==> src/rtl/async_receiver_parity.sv <==
// async_receiver_parity
// RS-232 receiver for 8 data bits, even-XOR parity and one stop bit.
// The line is resynchronised, majority filtered at 16x the bit rate and
// sampled near each bit centre. Each completed frame produces a one-clk
// strobe along with the data byte, a parity error flag and a framing
// error flag, all three held until the next frame.

module async_receiver_parity #(
    parameter int ClkFrequency          = 50000000,
    parameter int Baud                  = 4800,
    parameter int Oversampling          = 16,
    parameter int BaudGeneratorAccWidth = 16
) (
    input  logic       clk,
    input  logic       reset,
    input  logic       RxD,
    output logic [7:0] RxD_data,
    output logic       RxD_data_ready,
    output logic       RxD_parity_error,
    output logic       RxD_frame_error,
    output logic       RxD_idle
);

    localparam int unsigned CntWidth = $clog2(Oversampling);

    // Tick count at which the start bit is re-checked (half a bit in).
    localparam logic [CntWidth-1:0] StartCheck = CntWidth'(Oversampling / 2 - 1);
    // Tick count at which data, parity and stop bits are sampled (one bit on).
    localparam logic [CntWidth-1:0] BitSample  = CntWidth'(Oversampling - 1);

    // Ten bit times of high line before the receiver reports idle.
    localparam int unsigned IdleTicks = 10 * Oversampling;
    localparam logic [7:0]  IdleLimit = 8'(IdleTicks);

    // Fractional baud increment, rounded, evaluated at elaboration.
    localparam logic [63:0] IncWide =
        (((64'(Baud) * 64'd16) << (BaudGeneratorAccWidth - 7)) + (64'(ClkFrequency) >> 8))
        / (64'(ClkFrequency) >> 7);
    localparam logic [BaudGeneratorAccWidth:0] Inc = IncWide[BaudGeneratorAccWidth:0];

    typedef enum logic [3:0] {
        IDLE,
        START,
        BIT0,
        BIT1,
        BIT2,
        BIT3,
        BIT4,
        BIT5,
        BIT6,
        BIT7,
        PARITY,
        STOP,
        WAITHI
    } rxStateT;

    rxStateT state;
    rxStateT stateNext;

    logic [BaudGeneratorAccWidth:0] baudAcc;
    logic                           tick;

    logic [1:0]          rxSync;
    logic [2:0]          rxHist;
    logic                rxBit;

    logic [CntWidth-1:0] cnt;
    logic [7:0]          dataShift;
    logic                parityBit;
    logic [7:0]          idleCnt;

    logic                cntClear;
    logic                shiftData;
    logic                captureParity;
    logic                frameDone;

    // Free-running fractional accumulator; its carry is the oversampling tick.
    always_ff @(posedge clk or posedge reset) begin
        if (reset) begin
            baudAcc <= '0;
        end else begin
            baudAcc <= {1'b0, baudAcc[BaudGeneratorAccWidth-1:0]} + Inc;
        end
    end

    assign tick = baudAcc[BaudGeneratorAccWidth];

    // Two-flop synchroniser for the asynchronous line; resets to the idle level.
    always_ff @(posedge clk or posedge reset) begin
        if (reset) begin
            rxSync <= '1;
        end else begin
            rxSync <= {rxSync[0], RxD};
        end
    end

    // Three-sample history taken on each tick, feeding the majority filter.
    always_ff @(posedge clk or posedge reset) begin
        if (reset) begin
            rxHist <= '1;
        end else if (tick) begin
            rxHist <= {rxHist[1:0], rxSync[1]};
        end
    end

    assign rxBit = (rxHist[0] & rxHist[1]) | (rxHist[0] & rxHist[2]) | (rxHist[1] & rxHist[2]);

    // Frame state register.
    always_ff @(posedge clk or posedge reset) begin
        if (reset) begin
            state <= IDLE;
        end else begin
            state <= stateNext;
        end
    end

    // Next-state decode plus the per-tick datapath controls.
    always_comb begin
        stateNext     = state;
        cntClear      = 1'b0;
        shiftData     = 1'b0;
        captureParity = 1'b0;
        frameDone     = 1'b0;
        if (tick) begin
            case (state)
                IDLE: begin
                    if (!rxBit) begin
                        stateNext = START;
                        cntClear  = 1'b1;
                    end
                end
                START: begin
                    if (cnt == StartCheck) begin
                        if (!rxBit) begin
                            stateNext = BIT0;
                            cntClear  = 1'b1;
                        end else begin
                            stateNext = IDLE;
                        end
                    end
                end
                BIT0, BIT1, BIT2, BIT3, BIT4, BIT5, BIT6: begin
                    if (cnt == BitSample) begin
                        shiftData = 1'b1;
                        stateNext = rxStateT'(state + 4'd1);
                    end
                end
                BIT7: begin
                    if (cnt == BitSample) begin
                        shiftData = 1'b1;
                        stateNext = PARITY;
                    end
                end
                PARITY: begin
                    if (cnt == BitSample) begin
                        captureParity = 1'b1;
                        stateNext     = STOP;
                    end
                end
                STOP: begin
                    if (cnt == BitSample) begin
                        frameDone = 1'b1;
                        stateNext = rxBit ? IDLE : WAITHI;
                    end
                end
                WAITHI: begin
                    if (rxBit) begin
                        stateNext = IDLE;
                    end
                end
                default: begin
                    stateNext = IDLE;
                end
            endcase
        end
    end

    // Oversampling phase counter; realigned to the start edge and the start centre.
    always_ff @(posedge clk or posedge reset) begin
        if (reset) begin
            cnt <= '0;
        end else if (tick) begin
            cnt <= cntClear ? '0 : cnt + CntWidth'(1);
        end
    end

    // Data bits arrive LSB first, so shift in from the top.
    always_ff @(posedge clk or posedge reset) begin
        if (reset) begin
            dataShift <= '0;
            parityBit <= 1'b0;
        end else begin
            if (shiftData) begin
                dataShift <= {rxBit, dataShift[7:1]};
            end
            if (captureParity) begin
                parityBit <= rxBit;
            end
        end
    end

    // User-facing byte, flags and strobe, updated only when the stop bit is sampled.
    always_ff @(posedge clk or posedge reset) begin
        if (reset) begin
            RxD_data         <= '0;
            RxD_data_ready   <= 1'b0;
            RxD_parity_error <= 1'b0;
            RxD_frame_error  <= 1'b0;
        end else begin
            RxD_data_ready <= frameDone;
            if (frameDone) begin
                RxD_data         <= dataShift;
                RxD_frame_error  <= !rxBit;
                RxD_parity_error <= parityBit ^ (^dataShift);
            end
        end
    end

    // Saturating count of high ticks spent in IDLE; any other condition clears it.
    always_ff @(posedge clk or posedge reset) begin
        if (reset) begin
            idleCnt <= '0;
        end else if ((state == IDLE) && rxBit) begin
            if (tick && (idleCnt != IdleLimit)) begin
                idleCnt <= idleCnt + 8'd1;
            end
        end else begin
            idleCnt <= '0;
        end
    end

    assign RxD_idle = (idleCnt == IdleLimit) && (state == IDLE);

endmodule
==> config.mk <==
export PLATFORM = sky130hd
export DESIGN_NAME = async_receiver_parity
export DESIGN_NICKNAME = d
export VERILOG_FILES = /design/src/rtl/async_receiver_parity.sv
export SDC_FILE = /design/constraint.sdc
export NUM_CORES = 1
export LEC_CHECK = 0
export ABC_AREA = 1
export BUFFER_PORTS_ARGS = -buffer_cell sky130_fd_sc_hd__buf_4
export CORE_UTILIZATION = 61
export CTS_BUF_LIST = sky130_fd_sc_hd__clkbuf_8 sky130_fd_sc_hd__clkbuf_16
export DETAILED_ROUTE_END_ITERATION = 10
export GPL_TIMING_DRIVEN = 0
export PLACE_DENSITY_LB_ADDON = 0.3
export SLEW_MARGIN = 5
export SYNTH_ARGS = -nofsm -noshare
export SYNTH_HDL_FRONTEND = slang
export SYNTH_SLANG_ARGS = --single-unit
==> constraint.sdc <==
create_clock -name clk -period 1.93 [get_ports clk]
set_input_delay 0.0965 -clock clk [delete_from_list [all_inputs] [get_ports clk]]
set_output_delay 0.0965 -clock clk [all_outputs]
set_load 0.01 [all_outputs]
# After elaboration in Yosys (flattened, before gate mapping)
# Index checks and enable logic that the tools add are counted.
# classes
n_bitwise	6
add_sub_neg	4
n_lt_le_gt_ge	0
n_reduce_logical	9
n_mux	24
shifts	0
div_mod_pow	0
multipliers	0
eq_ne	24
# ops
operator	count
4-bit two-way mux	9
4-bit one-hot mux with 7 select lines	1
4-bit equality test, second input constant	6
4-bit by 3-bit equality test with 1-bit output, second input constant	5
16-bit by 7-bit adder with 17-bit output, second input constant	1
8-bit two-way mux	2
2-bit inequality test, second input constant	7
1-bit two-way mux	10
4-bit by 1-bit adder with 4-bit output, second input constant	2
8-bit by 1-bit adder with 8-bit output, second input constant	1
4-bit by 2-bit equality test with 1-bit output, second input constant	2
8-bit equality test, second input constant	1
8-bit inequality test, second input constant	1
8-bit AND reduction	1
8-bit OR reduction	1
8-bit XOR reduction	1
7-bit OR reduction	1
4-bit by 1-bit equality test with 1-bit output, second input constant	1
4-bit zero test	1
1-bit bitwise AND	3
1-bit logical AND	3
2-bit two-way mux	1
2-bit by 1-bit inequality test with 1-bit output, second input constant	1
1-bit bitwise OR	2
other kinds (3)	3
# word_totals
latch_bits	0
mem_count	0
rom_bits	0
word_cells	79
in_bits	3
output_inout_bits	12
reg_bits	58
ram_bits	0

# Depth between registers and ports, before layout
# Gate-level depths: netlist of the first run.
# depth
ltp_word	8
depth_mapped	12
mapped_depth_nobuf	12

# Least setup slack after synthesis of the first run
# No wires, ideal clock.
# synth_path
kind	reg-to-reg
start	register state[0]
end	register dataShift[7]
required_time_ns	1.792
arrival_ns	1.360
period_less_slack_ns	1.499
path_buffers	1
path_stages_with_launch	13
setup_ns	0.138
path_slack_ns	0.431
path_cell_list	dfrtp_1 > inv_1 > ha_1 > inv_1 > nand2_1 > nand2_1 > nand2_1 > nor2_2 > nand2_2 > nand2_4 > buf_12 > nand2_2 > o21ai_2
# synth_between
elab_chain_cells	4
word_cells_on_any_way	11
cone_classes	eq/ne (8); mux (2); reduce/logical (1)
# synth_rtl
item	line_no	rtl
from (decl)	57	rxStateT state;
from (signal assigned)	113	state <= stateNext;
4-bit equality test, or another cell as far along	125	case (state)
8-bit OR reduction (no line) *	-	
1-bit two-way mux *	-	
1-bit two-way mux *	124	if (tick) begin
to (signal assigned)	194	dataShift <= {rxBit, dataShift[7:1]};
to (decl)	68	logic [7:0] dataShift;
# Mark *: on every way between the ends. The rest lies on a longest branch, timed or not.
# A chain may end at the register's enable or synchronous reset.

# Worst setup path in the final report of the first run
# Ends and elaborated chain as after synthesis.

==> results by group, run 1 <==
Clock tree
  – Max clock buf depth: 2
  – Inserted Clock Buffers: 9
  – TritonCTS clock tree: yes
  – Number of sinks handled by clock tree synthesis: 58
  – Master cell of the clock root buffer: sky130_fd_sc_hd__clkbuf_8
  – Post-CTS Setup Inserts: 0
  – Clock latency of the later-clocked register in the worst-skew pair: 0.34 ns
  – Clock slew at the register clock pins of the worst setup and hold paths: 0.07 ns
  – Level count of the clock H-tree: 3

Placed design
  – Placed cell area: 3230 um2
  – Final HPWL DP: 3.80 mm
  – Placer congestion estimate: 0.812
  – Count of input and output buffers: 14
  – Worst setup timing slack at the placement stage: 0.228 ns
  – Post-Place Cells: 448

Synthesis
  – Top post-synthesis cells by area: sky130_fd_sc_hd__dfrtp_1 44%, sky130_fd_sc_hd__nand2_1 14%, sky130_fd_sc_hd__inv_1 6.0%, sky130_fd_sc_hd__nand3_1 4.8%, sky130_fd_sc_hd__dfstp_2 4.3%
  – Post-synthesis area per instance: 8.27 um2
  – Post-synthesis mux area share: 0%
  – Top-area cell type share of the netlist area: 43.8%
  – Simple-gate portion of the synthesized area: 27.6%
  – Yosys warnings: 0
  – Unique masters post-synth: 30
  – Most area-hungry cell type in the Yosys netlist: sky130_fd_sc_hd__dfrtp_1
  – Synthesized-area fraction occupied by ao, oa, aoi and oai cells: 7.65%
  – Mapped Nets: 377
  – Number of instances in the synthesized netlist: 366
  – Largest family of logic cells by synthesized area: simple AND/OR/NAND/NOR gates
  – Fraction of synthesized cell area in xor and xnor cells: 5.50%
  – Post-synthesis sequential element count: 58
  – Cell Area, Synth: 3030 um2
  – Adder and majority gate portion of the synthesized area: 3.31%
  – Sequential fraction of the synthesis area: between 40 and 50%

Setup path
  – Launch instance of the worst register-to-register path: state[0]
  – Endpoint arrival time on the critical path: about 1.9 ns
  – Cell type with the highest occurrence count on the critical path: sky130_fd_sc_hd__nand2_1
  – Critical path destination: dataShift[7]
  – Critical path type: flip-flop to flip-flop
  – Max stage delay on crit path: 0.42 ns
  – Cells along the critical path: inv_1 > ha_1 > inv_1 > nand2_1 > nand2_1 > nand2_1 > nor2_2 > nand2_2 > nand2_4 > buf_12 > o21ai_2
  – Critical R2R Capture: dataShift[7]
  – Top fanout value on the critical path: 10
  – Slowest CP cell: sky130_fd_sc_hd__dfrtp_1
  – FF-to-FF path depth: 11
  – Type of origin of the critical path: flip-flop
  – Beginning of the critical path: state[0]
  – Critical Path End Type: flip-flop
  – Required time of the worst setup path: 2.13 ns
  – Worst reg-to-reg setup slack: 0.22 ns

Timing
  – Hold Vio Cnt, Final: 0
  – Final clock period utilization by the worst path: about nine tenths
  – Final critical-path setup slack: 0.219 ns
  – Setup clock skew after layout: 0.00707 ns
  – Number of setup violations in the final report: 0
  – Transition time at the pin with the least slew margin: 0.799 ns
  – Setup repair after global routing missed its margin: false
  – Maximum frequency from static timing analysis: between 500 and 600 MHz
  – Number of pins exceeding their max-slew limit in the final report: 0
  – Clock period minus final worst setup slack: 1.71 ns
  – Rel. slew slack: 46.2%
  – Worst Hold Slack: between 0.3 and 0.4 ns

Pwr
  – Total power density per cell area: 664 nW/um2
  – Max rail drop VDD: approximately 0.5 mV
  – Standby leakage power: 1.74 nW

Routing
  – Wire per inst: 11.7 um
  – Post-detailed-routing wire length: approximately 5.4 mm
  – Detailed Routing Iterations Pass 1: 4
  – DR vias: approximately 2,400
  – Mean number of vias per cell: 5.18
  – Starting DRT DRC Count: 150
  – DRC violation count after routing: 0
  – Antenna violation net count after detailed routing: 0

Finish
  – Cell area after layout: roughly 3400 um2
  – Share of post-route cells with drive strength above 1: 17.0%
  – Post-layout util: 72.4%
  – Diode insertion count for antenna repair: 0
  – Most frequent cells in the layout: 109 x sky130_fd_sc_hd__nand2_1, 53 x sky130_fd_sc_hd__dfrtp_1, 47 x sky130_fd_sc_hd__inv_1
  – Final standard cell count with taps included and fillers excluded: 466
  – Total Nets Final: 405
  – Leading cell type in the layout, fill and taps excluded: sky130_fd_sc_hd__nand2_1
  – Signed area change from the synthesized netlist to the final layout: 13.9%

Global routing
  – Global-route wire length before repair: 9.72 mm
  – Via count of the first global-routing pass: 2,356
  – GRT overflow: 0
  – Number of antenna violations at the first check in global routing: 0
  – Gr usage total: approximately a quarter
  – Largest net degree at the start of global routing: 32

Floorplan
  – Total number of placement rows: 25
  – Vertical die dimension: 72.4 um
  – Initial Utilization: about 64%
  – Top-level port count: 15
  – Std-Cell Core Area: 4750 um2
  – Die X: 72.4 um
  – Die area: 5250 um2

Outcome
  – Status: complete, no violations

Hold path
  – Classification of the worst-slack hold path: flip-flop to flip-flop

Job
  – Max-capacitance violation count: 0
## worst min path at each step
stage / depth (start not counted) / to / startpoint
final: 0 / rxSync[1] / rxSync[0]
after global routing: 0 / rxSync[1] / rxSync[0]
after floorplan: 0 / rxSync[0] / RxD
after CTS: 0 / rxSync[1] / rxSync[0]
after detailed placement: 1 / rxSync[0] / RxD
after global placement: 1 / rxSync[0] / RxD
## repair_timing
action                                 in CTS  in global routing
endpoints found under the hold margin      28                  0
gates resized for setup                     0                  0
hold buffers                                2                  0
## sequential cells by signal, indices dropped and copies added, names as in the netlist
register,cells
baudAcc,17
RxD_data,8
dataShift,8
idleCnt,8
cnt,4
state,4
rxHist,3
rxSync,2
RxD_data_ready,1
RxD_frame_error,1
RxD_parity_error,1
parityBit,1
## cell families (layout without fill, tap and decap cells)
family | count (synthesis) | after routing
compound gates | 39 | 39
xor+xnor | 19 | 19
fa+ha+maj | 8 | 8
buf+inv | 54 | 87
flops | 58 | 58
simple gates | 188 | 188
## final cells by class
class	instances	area (um2)
inverter	50	189
buffer	4	46.3
fill	357	1310
sequential	58	1460
clock buffer	12	165
tap	67	83.8
clock inverter	4	25.0
timing repair buffer	17	145
multi-input combinational	254	1330
## synth_stat cells
library cell               instances
sky130_fd_sc_hd__nand4_1           4
sky130_fd_sc_hd__a31oi_1           2
sky130_fd_sc_hd__nor2_1           22
sky130_fd_sc_hd__nor2_2            4
sky130_fd_sc_hd__nor2_4            2
sky130_fd_sc_hd__and3_1            1
sky130_fd_sc_hd__nor3_1            4
sky130_fd_sc_hd__o21ai_0          19
sky130_fd_sc_hd__nand2_2           8
sky130_fd_sc_hd__buf_6             2
sky130_fd_sc_hd__nand3b_1          1
sky130_fd_sc_hd__dfstp_2           5
sky130_fd_sc_hd__dfrtp_1          53
sky130_fd_sc_hd__inv_2             1
sky130_fd_sc_hd__nand3_1          29
sky130_fd_sc_hd__buf_12            1
sky130_fd_sc_hd__nand2_4           2
sky130_fd_sc_hd__o21ai_2           8
sky130_fd_sc_hd__a21oi_2           1
sky130_fd_sc_hd__nand2_1         109
sky130_fd_sc_hd__inv_1            48
sky130_fd_sc_hd__xor2_1           12
sky130_fd_sc_hd__and3b_1           1
sky130_fd_sc_hd__ha_1              8
sky130_fd_sc_hd__xnor2_1           7
sky130_fd_sc_hd__nand3_2           1
sky130_fd_sc_hd__clkinv_2          1
sky130_fd_sc_hd__clkbuf_1          1
sky130_fd_sc_hd__a21oi_1           5
sky130_fd_sc_hd__o21ai_1           4
## where the power goes
group          total [W]  switching [W]  internal, W
clock            0.00103       0.000467     0.000565
combinational  0.0000342      0.0000247   0.00000944
sequential       0.00122    0.000000554      0.00122
## critical path, delay by kind of cell, from the launching register on
kind                       cells  cell delay (ns)
buffers and inverters          3             0.33
and+or+nand+nor                6             0.48
DFF                            1             0.42
adders and majority gates      1             0.29
AOI/OAI and AO/OA              1             0.05
## routing by layer
layer / vias up / global-route usage, % / wire (um)
met5: - / 0 / 0
met4: 0 / 13.5 / 157
met2: 57 / 39.7 / 2600
li1: 1207 / - / -
met1: 1130 / 29.4 / 2450
met3: 20 / 5.97 / 226
## per-stage QoR
step           total power [W]  setup TNS (ns)
3_5_place_dp           0.00127               0
5_1_grt                0.00236               0
3_3_place_gp           0.00127          -13.42
6_report               0.00229               0
4_1_cts                0.00231               0
2_1_floorplan          0.00126               0
Power figures use the tool's default switching activity.
==> inputs of run 2 (changes only) <==
--- a/config.mk
+++ b/config.mk
@@ -5,9 +5,8 @@
 export SDC_FILE = /design/constraint.sdc
 export NUM_CORES = 1
 export LEC_CHECK = 0
-export ABC_AREA = 1
 export BUFFER_PORTS_ARGS = -buffer_cell sky130_fd_sc_hd__buf_4
-export CORE_UTILIZATION = 61
+export CORE_UTILIZATION = 60
 export CTS_BUF_LIST = sky130_fd_sc_hd__clkbuf_8 sky130_fd_sc_hd__clkbuf_16
 export DETAILED_ROUTE_END_ITERATION = 10
 export GPL_TIMING_DRIVEN = 0
==> run 2 against run 1 <==
The flow now finishes with violations (negative setup slack); die area fell by 7.7%; sequential cell count is the same; design area fell by 1.3%; maximum frequency down 12%; power shrank 2.4%; worst hold slack worse by 0.053 ns; via count shrank 21%; cell count is 29% lower; register-to-register slack worse by 0.23 ns; routed wire length is 1.7% lower; non-clock buffer count grew 15; first-iteration DRC count is 23% lower; largest power group unchanged.
==> results by group, run 2 <==
Pwr
  – Max rail drop VDD: 0.580 mV
  – Standby leakage power: 1.54 nW
  – Post-layout power: 0.00223 W
  – Switching power as a share of total power: 21.5%
  – Cell-internal power: 0.00175 W
  – Sw power: between 0.0004 and 0.0005 W
  – Total power density per cell area: between 600 and 700 nW/um2
  – Sequential group share of total power: between 50% and 60%
  – Clock power share: 43.8%
  – Power share of the combinational group: 1.5%

Clock tree
  – Number of sinks handled by clock tree synthesis: 58
  – TritonCTS clock tree: yes
  – Inserted Clock Buffers: 9
  – Clock slew at the register clock pins of the worst setup and hold paths: 0.07 ns
  – Max clock buf depth: 2
  – Master cell of the clock root buffer: sky130_fd_sc_hd__clkbuf_8
  – Clock latency of the later-clocked register in the worst-skew pair: 0.33 ns
  – Level count of the clock H-tree: 3

Synthesis
  – Post-synth EDFFs: 0
  – Mapped Nets: 245
  – Top-area cell type share of the netlist area: 48.4%
  – Most area-hungry cell type in the Yosys netlist: sky130_fd_sc_hd__dfrtp_1
  – Dominant cell by count in the synthesized netlist: sky130_fd_sc_hd__dfrtp_1
  – Share of synthesized registers carrying an async set or reset: between 90% and 100%
  – Post-synthesis area per instance: about 12 um2
  – Post-synthesis sequential element count: 58
  – Yosys warnings: 0
  – Post-synth top cells: 53 x sky130_fd_sc_hd__dfrtp_1, 21 x sky130_fd_sc_hd__xnor2_1, 18 x sky130_fd_sc_hd__nand2_1
  – Sequential fraction of the synthesis area: 53.2%
  – Top post-synthesis cells by area: sky130_fd_sc_hd__dfrtp_1 48%, sky130_fd_sc_hd__xnor2_1 6.7%, sky130_fd_sc_hd__dfstp_2 4.8%, sky130_fd_sc_hd__mux2_2 4.5%, sky130_fd_sc_hd__mux2_1 4.1%
  – Number of instances in the synthesized netlist: 234
  – Unique masters post-synth: 47
  – Cell Area, Synth: 2740 um2
  – Synth Flop Type: sky130_fd_sc_hd__dfrtp_1

Routing
  – Starting DRT DRC Count: 116
  – Antenna violation net count after detailed routing: 0
  – Wire per inst: 16.1 um
  – Mean number of vias per cell: 5.72
  – Detailed Routing Iterations Pass 1: 4
  – DRC violation count after routing: 0
  – DR vias: 1,904
  – Post-detailed-routing wire length: approximately 5.3 mm

Floorplan
  – Top-level port count: 15
  – Initial Utilization: 62.5%
  – Std-Cell Core Area: between 4000 and 5000 um2
  – Total number of placement rows: 24
  – Die area: 4840 um2
  – Vertical die dimension: 69.6 um
  – Die X: 69.6 um

Setup path
  – Critical Path End Type: flip-flop
  – Type of origin of the critical path: flip-flop
  – Required time of the worst setup path: around 2.2 ns
  – Top fanout value on the critical path: 4
  – Endpoint arrival time on the critical path: ~2.2 ns
  – Max stage delay on crit path: 0.44 ns
  – Cells along the critical path: buf_6 > ha_4 > or2_4 > o21ai_2 > a21oi_1 > a311o_1 > a22o_1
  – Slowest CP cell: sky130_fd_sc_hd__dfrtp_2
  – Critical path type: flip-flop to flip-flop

Timing
  – Number of setup violations in the final report: 2
  – Setup clock skew after layout: 0.00816 ns
  – Rel. slew slack: 68.1%
  – Maximum frequency from static timing analysis: 516 MHz
  – Transition time at the pin with the least slew margin: 0.479 ns
  – Worst Hold Slack: 0.307 ns
  – Number of pins exceeding their max-slew limit in the final report: 0
  – Clock period minus final worst setup slack: between 1.5 and 2 ns
  – Hold Vio Cnt, Final: 0
  – Setup repair after global routing missed its margin: true
  – Final critical-path setup slack: -0.00859 ns
  – Final clock period utilization by the worst path: 100%
  – Sum of negative setup slack: -0.00960 ns

Placed design
  – Placer congestion estimate: roughly 0.9
  – Count of input and output buffers: 14
  – Placed cell area: 2930 um2
  – Final HPWL DP: 3.13 mm

Global routing
  – Largest net degree at the start of global routing: 42
  – GRT overflow: 0
  – Gr usage total: 23.3%
  – Global-route wire length before repair: 8.60 mm
  – Via count of the first global-routing pass: 1,891
  – Number of antenna violations at the first check in global routing: 0

Finish
  – Most frequent cells in the layout: 51 x sky130_fd_sc_hd__dfrtp_1, 26 x sky130_fd_sc_hd__buf_4, 21 x sky130_fd_sc_hd__xnor2_1
  – Cell area after layout: ~3400 um2
  – Signed area change from the synthesized netlist to the final layout: 24.1%
  – Total Nets Final: ~290
  – Final-layout fill cell count: 272
  – Diode insertion count for antenna repair: 0
  – Multi-input gate area in the final layout: 1350 um2
  – Largest register FFs: 17
  – Share of post-route cells with drive strength above 1: 33.1%
  – Leading cell type in the layout, fill and taps excluded: sky130_fd_sc_hd__dfrtp_1
  – FF/Latch Area: 1460 um2
  – Register name with the most flops: baudAcc

Outcome
  – Violations in the final reports: negative setup slack
  – Status: complete, but fails checks

Job
  – Max-capacitance violation count: 0

Hold path
  – Classification of the worst-slack hold path: input pin to asynchronous set/reset pin
-- run 2: cell types whose count changed in the layout (fill, tap and decap cells not counted), sizes merged, moves of 21 or more --
cell / previous run / this run
nand2: 119 / 18
mux2: 0 / 21
o21ai: 31 / 9
nand3: 30 / 8
inv: 49 / 17
-- run 2: path summary, 6_finish.rpt --
check | start | end | slack [ns] | depth (start not counted)
setup / recovery | state[1] | state[2] | -0.009 | 7
hold / removal | reset | RxD_data[4] | 0.31 | 3
setup reg to reg | state[1] | state[2] | -0.009 | 7
hold reg to reg | rxSync[0] | rxSync[1] | 0.36 | 0
max in group asynchronous | reset | rxSync[0] | 1.02 | 4
min in group clk | rxSync[0] | rxSync[1] | 0.36 | 0
-- run 2: cell families (layout without fill, tap and decap cells) --
logic type,Yosys count,count (layout),share of synthesized area [%]
multiplexers,22,22,9.00
flip-flops,58,58,53.2
adder cells (fa/ha/maj),9,9,4.06
AND/OR/NAND/NOR,66,66,12.9
buffers and inverters,19,66,2.83
XOR/XNOR,27,27,8.63
AO/OA/AOI/OAI,33,33,9.41
-- run 2: worst max-delay path, delay by kind of cell, from the launching register on --
| kind | cells | cell delay (ns) |
|---|---|---|
| AOI/OAI and AO/OA | 4 | 0.85 |
| adders and majority gates | 1 | 0.16 |
| DFF | 1 | 0.44 |
| buffers and inverters | 1 | 0.13 |
| and+or+nand+nor | 1 | 0.25 |
-- run 2: layer usage --
| layer | up-vias | wire length, um | part of all wire [%] | global-route usage [%] |
|---|---|---|---|---|
| li1 | 902 | - | - | - |
| met3 | 16 | 215 | 4.0 | 7.27 |
| met1 | 940 | 2440 | 46 | 30.7 |
| met5 | - | 0 | 0 | 0 |
| met4 | 0 | 151 | 2.8 | 12.2 |
| met2 | 46 | 2540 | 48 | 34.7 |
-- run 2: area by class of cell --
cell class | count | share of cell area [%]
sequential | 58 | 42.9
multi-input combinational | 157 | 39.7
timing repair buffer | 31 | 7.95
clock buffer | 11 | 4.45
tap | 52 | 1.91
inverter | 14 | 1.55
clock inverter | 5 | 0.736
buffer | 5 | 0.736
-- run 2: repair_timing --
action	in CTS	in global routing
setup buffers	9	6
hold buffers	2	0
endpoints found under the hold margin	18	0
endpoints found under the setup margin	21	21
resized for setup	19	14
pin swaps	5	10
-- run 2: power by group through the flow --
stage | Combinational, W | Clock [W] | Sequential, W
floorplan | 0.0000177 | 0 | 0.00124
global placement | 0.0000266 | 0 | 0.00124
detailed placement | 0.0000322 | 0 | 0.00124
CTS | 0.0000351 | 0.00100 | 0.00122
global route | 0.0000396 | 0.00106 | 0.00122
finish | 0.0000336 | 0.000978 | 0.00122
-- run 2: stage by stage --
step,std cells,setup slack (ns),utilization [%]
after floorplan,234,0.00707,-
after global placement,300,-0.256,66.4
after detailed placement,301,-0.223,66.8
after CTS,328,-0.000284,75.2
after global routing,333,-0.0472,77.6
final,333,-0.00859,77.6
